### src/rtl/ir_carrier_burst_gen.sv
`default_nettype none
// ============================================================================
//  Module      : ir_carrier_burst_gen
//  Description : IR LED carrier generator. Drives a 50%-duty square wave at
//                one of three programmable half-periods, either continuously
//                or keyed into bursts of whole carrier periods. Frequency
//                changes and stops land only on period boundaries.
//  Revision    : 1.0 - initial release
// ============================================================================
module ir_carrier_burst_gen #(
    parameter int HALF_1  = 50000,
    parameter int HALF_2  = 25000,
    parameter int HALF_3  = 16667,
    parameter int CNT_W   = 17,
    parameter int BURST_W = 8
) (
    input  logic               CLK100MHZ,
    input  logic               rst,
    input  logic               enable,
    input  logic [1:0]         freq_sel,
    input  logic               mode,
    input  logic [BURST_W-1:0] burst_on,
    input  logic [BURST_W-1:0] burst_off,
    output logic               ir_out,
    output logic               active,
    output logic               period_tick
);

    typedef enum logic [1:0] {
        IDLE    = 2'd0,
        CARRIER = 2'd1,
        GAP     = 2'd2
    } state_t;

    state_t             state_q, state_d;
    logic [CNT_W-1:0]   cnt_q, cnt_d;       // position inside the current half
    logic               phase_q, phase_d;   // 0 = first (high) half, 1 = second half
    logic [CNT_W-1:0]   half_q, half_d;     // latched half-period length H
    logic [BURST_W-1:0] pcnt_q, pcnt_d;     // whole periods completed in this state
    logic               ir_out_q, ir_out_d;
    logic               active_q, active_d;
    logic               tick_q, tick_d;

    logic               w_go;
    logic [CNT_W-1:0]   w_half_sel;
    logic               w_last_half;
    logic               w_boundary;
    logic [BURST_W-1:0] w_done;

    assign w_go        = enable & (freq_sel != 2'b00);
    assign w_last_half = (cnt_q == half_q - CNT_W'(1));
    assign w_boundary  = (state_q != IDLE) && w_last_half && phase_q;
    assign w_done      = pcnt_q + BURST_W'(1);

    // Half-period selected by the current freq_sel (00 never gets latched)
    always_comb begin
        case (freq_sel)
            2'b01:   w_half_sel = CNT_W'(HALF_1);
            2'b10:   w_half_sel = CNT_W'(HALF_2);
            default: w_half_sel = CNT_W'(HALF_3);
        endcase
    end

    // State, counters and registered outputs
    always_ff @(posedge CLK100MHZ) begin
        if (rst) begin
            state_q  <= IDLE;
            cnt_q    <= '0;
            phase_q  <= 1'b0;
            half_q   <= '0;
            pcnt_q   <= '0;
            ir_out_q <= 1'b0;
            active_q <= 1'b0;
            tick_q   <= 1'b0;
        end else begin
            state_q  <= state_d;
            cnt_q    <= cnt_d;
            phase_q  <= phase_d;
            half_q   <= half_d;
            pcnt_q   <= pcnt_d;
            ir_out_q <= ir_out_d;
            active_q <= active_d;
            tick_q   <= tick_d;
        end
    end

    // Next-state logic; outputs are derived from the next state so that the
    // registered outputs line up with the registered state
    always_comb begin
        state_d = state_q;
        cnt_d   = cnt_q;
        phase_d = phase_q;
        half_d  = half_q;
        pcnt_d  = pcnt_q;

        case (state_q)
            IDLE: begin
                cnt_d   = '0;
                phase_d = 1'b0;
                pcnt_d  = '0;
                if (w_go) begin
                    half_d  = w_half_sel;
                    // burst_on=0 in burst mode means no carrier at all
                    state_d = (mode && (burst_on == '0)) ? GAP : CARRIER;
                end
            end
            default: begin
                if ((state_q == GAP) && !w_go) begin
                    // Output is already low in a gap, so stop immediately
                    state_d = IDLE;
                    cnt_d   = '0;
                    phase_d = 1'b0;
                    pcnt_d  = '0;
                end else if (w_boundary) begin
                    cnt_d   = '0;
                    phase_d = 1'b0;
                    if (!w_go) begin
                        state_d = IDLE;
                        pcnt_d  = '0;
                    end else begin
                        half_d = w_half_sel;
                        if (!mode) begin
                            state_d = CARRIER;
                            pcnt_d  = '0;
                        end else if (burst_on == '0) begin
                            state_d = GAP;
                            pcnt_d  = '0;
                        end else if (burst_off == '0) begin
                            state_d = CARRIER;
                            pcnt_d  = '0;
                        end else if (state_q == CARRIER) begin
                            if (w_done == burst_on) begin
                                state_d = GAP;
                                pcnt_d  = '0;
                            end else begin
                                pcnt_d  = w_done;
                            end
                        end else begin
                            if (w_done == burst_off) begin
                                state_d = CARRIER;
                                pcnt_d  = '0;
                            end else begin
                                pcnt_d  = w_done;
                            end
                        end
                    end
                end else if (w_last_half) begin
                    cnt_d   = '0;
                    phase_d = 1'b1;
                end else begin
                    cnt_d   = cnt_q + CNT_W'(1);
                end
            end
        endcase

        ir_out_d = (state_d == CARRIER) && !phase_d;
        active_d = (state_d != IDLE);
        tick_d   = (state_d != IDLE) && phase_d && (cnt_d == half_d - CNT_W'(1));
    end

    assign ir_out      = ir_out_q;
    assign active      = active_q;
    assign period_tick = tick_q;

endmodule
`default_nettype wire
### config.mk
export PLATFORM = sky130hd
export DESIGN_NAME = ir_carrier_burst_gen
export DESIGN_NICKNAME = d
export VERILOG_FILES = /design/src/rtl/ir_carrier_burst_gen.sv
export SDC_FILE = /design/constraint.sdc
export NUM_CORES = 1
export LEC_CHECK = 0
export CAP_MARGIN = 0
export CORE_AREA = 2 2 93 95
export CTS_CLUSTER_DIAMETER = 100
export CTS_CLUSTER_SIZE = 8
export DETAILED_ROUTE_END_ITERATION = 8
export DIE_AREA = 0 0 95 97
export GPL_TIMING_DRIVEN = 0
export PLACE_DENSITY_LB_ADDON = 0.12
export SLEW_MARGIN = 10
export SYNTH_ARGS = -nofsm -noshare
export SYNTH_HDL_FRONTEND = slang
export SYNTH_SLANG_ARGS = --single-unit
### constraint.sdc
create_clock -name CLK100MHZ -period 5.9 [get_ports CLK100MHZ]
set_input_delay 0.59 -clock CLK100MHZ [delete_from_list [all_inputs] [get_ports CLK100MHZ]]
set_output_delay 0.59 -clock CLK100MHZ [all_outputs]
set_load 0.03 [all_outputs]
==> flow_summary.toml <==
[die]
fp.dieW_um = 95
die_h_um = 97
initial_utilization = 0.490
num_rows = 33
core_mm2 = 0.00813
ios = 25
die-area_mm2 = 0.00922

[logic_synthesis]
ys.flop_type = "dfxtp_1"
syn_area_per_cell_um2 = 7.79
synth_seq_cells = 48
synth-async-reset-ratio = 0
synth-warning-count = 0
syn_area_mm2 = 0.00399
yosysUniqueCellTypes = 68
syn-num-nets = 541
synth.yosys.seq_area_share = 0.241
synth_edf_count = 0
syn_inst = 512

[timing]
skew_ns = 0.0167
finalHoldViolCount = 0
slew_headroom = 0.442
fmax_mhz = 179
tightest_slew_ns = 0.816
setup_violations = 0
whs_ns = 0.537
finalMaxSlewViolations = 0
rsz0062_at_grt = "no"
min_period_ns = 5.59
setup_slack_ns = 0.306
timing.final.crit_share = 0.948

[cells_and_area]
layout-drive-gt1-share = 0.0609
syn_to_final_growth_pct = 12.0
final_common_cell = "nor2_1"
fillers = 791
final_cell_mix = "nor2_1, dfxtp_1, nand2_1, xnor2_1, xor2_1"
final_util = 0.549
multi_input_area_mm2 = 0.00286
final_nets = 570
layout.area.seq_um2 = 961
fin_cells = 647
antenna_cells = 0

[worst_setup_path]
required_ns = 6.09
cp_max_fo = 8
crit_type = "reg -> reg"
critPathArrivalTime_ns = 5.79
end_kind = "flip-flop"
cp-start-kind = "flip-flop"

[detailed_routing]
routed_wirelength_um = 11300
drc = 0
vias = 3839
detail-route-antenna-nets = 0
wire_per_inst_um = 17.5
drtIter0Drc = 181
via_per_inst = 5.93
first_pass_iters = 4

[min_path]
hold_path_class = "reg -> reg"

[clock_tree]
clock-sinks = 48
h-tree-depth = 2
cts.path.max_buffers = 2
cts_tree = "built"
clock_latency_ns = 0.33
clk_pin_slew_ns = 0.12
root_buffer = "clkbuf_8"
cts_setup_buffers = 0
postCtsHoldBufs = 0
cts_inserted_buffers = 5
cts_resized = 2

[place]
port_buffers = 23
dp_cells = 640
hpwl_um = 8860
dp_slack_ns = -0.352
gp_congestion = 0.905

[status]
status = "finished clean"

[power_and_ir_drop]
internal_power_uw = 527
clockPowerShare = 0.271
seq_power_share = 0.417
p_leak_nw = 1.65
power-per-cell-area_mw_per_mm2 = 183
switching_share = 0.356
power_uw = 818
ir_worst_vdd_uv = 100
comb_power_share = 0.313
p_switching_uw = 292

[grt]
grt_pass1_wl_um = 18300
globalRouteOverflowTotal = 0
grt_pass1_vias = 3713
antenna_found_initial = 1
track_usage = 0.250
grt_start_max_net_pins = 19

[flow_run]
maxCapViolations = 0
synthesized netlist by cell type, types with 4 or more instances:
| cell | count | area [um^2] |
|---|---|---|
| nor2_1 | 68 | 255 |
| dfxtp_1 | 48 | 961 |
| nand2_1 | 37 | 139 |
| xnor2_1 | 33 | 289 |
| xor2_1 | 29 | 254 |
| a21oi_1 | 25 | 125 |
| clkbuf_1 | 23 | 86.3 |
| o21ai_0 | 20 | 100 |
| mux2i_1 | 14 | 140 |
| nand3_1 | 14 | 70.1 |
| and3_1 | 12 | 75.1 |
| nor3_1 | 12 | 60.1 |
| nor4_1 | 12 | 75.1 |
| and2_1 | 11 | 68.8 |
| inv_1 | 11 | 41.3 |
| nor2b_1 | 10 | 62.6 |
| a31oi_1 | 9 | 56.3 |
| or3_1 | 8 | 50.1 |
| ha_1 | 7 | 87.6 |
| nand4_1 | 6 | 37.5 |
| o22ai_1 | 6 | 37.5 |
| or4_1 | 6 | 45.0 |
| nand2b_1 | 5 | 31.3 |
| nand3b_1 | 5 | 37.5 |
| nor3b_1 | 5 | 37.5 |
| o211ai_1 | 5 | 37.5 |
| xnor3_1 | 5 | 113 |
| buf_6 | 4 | 45.0 |
| o31ai_1 | 4 | 30.0 |
flip-flops by register name, summed over array words and instances (netlist names):
signal and cells:
half_q 17, period_tick 1, state_q 2, cnt_q 17
phase_q 1, ir_out 1, pcnt_q 8, active 1
metal layers:
| metal | up-vias | wire length [um] | global-route usage |
|---|---|---|---|
| li1 | 1882 | - | - |
| met1 | 1821 | 4940 | 0.319 |
| met2 | 107 | 5510 | 0.428 |
| met3 | 27 | 577 | 0.0343 |
| met4 | 2 | 270 | 0.0803 |
| met5 | - | 7 | 0 |
worst paths after layout:
check	from	end	slack, ns	cells after the start
worst max-delay path	half_q[6]$_SDFF_PP0_	period_tick$_SDFF_PP0_	0.31	17
worst max register to register	half_q[6]$_SDFF_PP0_	period_tick$_SDFF_PP0_	0.31	17
worst min register to register	half_q[16]$_SDFF_PP0_	half_q[16]$_SDFF_PP0_	0.54	1
worst min-delay path	half_q[16]$_SDFF_PP0_	half_q[16]$_SDFF_PP0_	0.54	1
metrics by stage:
step,setup TNS (ns),area [um^2]
after floorplan,0,3990
after global placement,-0.224,4350
after detailed placement,-0.352,4350
after CTS,0,4450
after global routing,0,4470
final,0,4470
worst max-delay path: stages (launching register included):
cell and delay (ns):
dfxtp_1 0.32, buf_2 0.16, or4_1 0.68, o31ai_1 0.34
nand4_1 0.19, or4_1 0.60, nor4_4 0.34, o21ai_0 0.19
o21ai_0 0.18, ha_1 0.28, nor3b_4 0.36, and3_1 0.25
xor2_1 0.24, nor3_1 0.07, nor2b_1 0.13, nand4_1 0.09
or4_1 0.61, nor4_2 0.44
power groups by stage:
stage	registers [mW]	logic [mW]	clock network (mW)
CTS	0.341	0.250	0.225
finish	0.341	0.256	0.222
global route	0.343	0.277	0.235
floorplan	0.348	0.180	0
detailed placement	0.348	0.249	0
global placement	0.348	0.246	0
kinds of logic (layout without fill, tap and decap cells):
| family | after synthesis | count (layout) | synth area share |
|---|---|---|---|
| AOI/OAI and AO/OA | 100 | 100 | 0.164 |
| xor gates and xnor gates | 67 | 67 | 0.164 |
| adders and majority gates | 7 | 7 | 0.0220 |
| buffers and inverters | 43 | 73 | 0.0486 |
| DFF | 48 | 48 | 0.241 |
| muxes | 16 | 16 | 0.0408 |
| and+or+nand+nor | 231 | 231 | 0.319 |
layout make-up:
class / instances / area share
Clock buffer: 5 / 0.0154
Inverter: 11 / 0.00925
Sequential cell: 48 / 0.215
Timing Repair Buffer: 23 / 0.0516
Buffer: 31 / 0.0333
Multi-Input combinational cell: 421 / 0.640
Clock inverter: 3 / 0.00560
Tap cell: 105 / 0.0294
(Power assumes the default switching activity.)
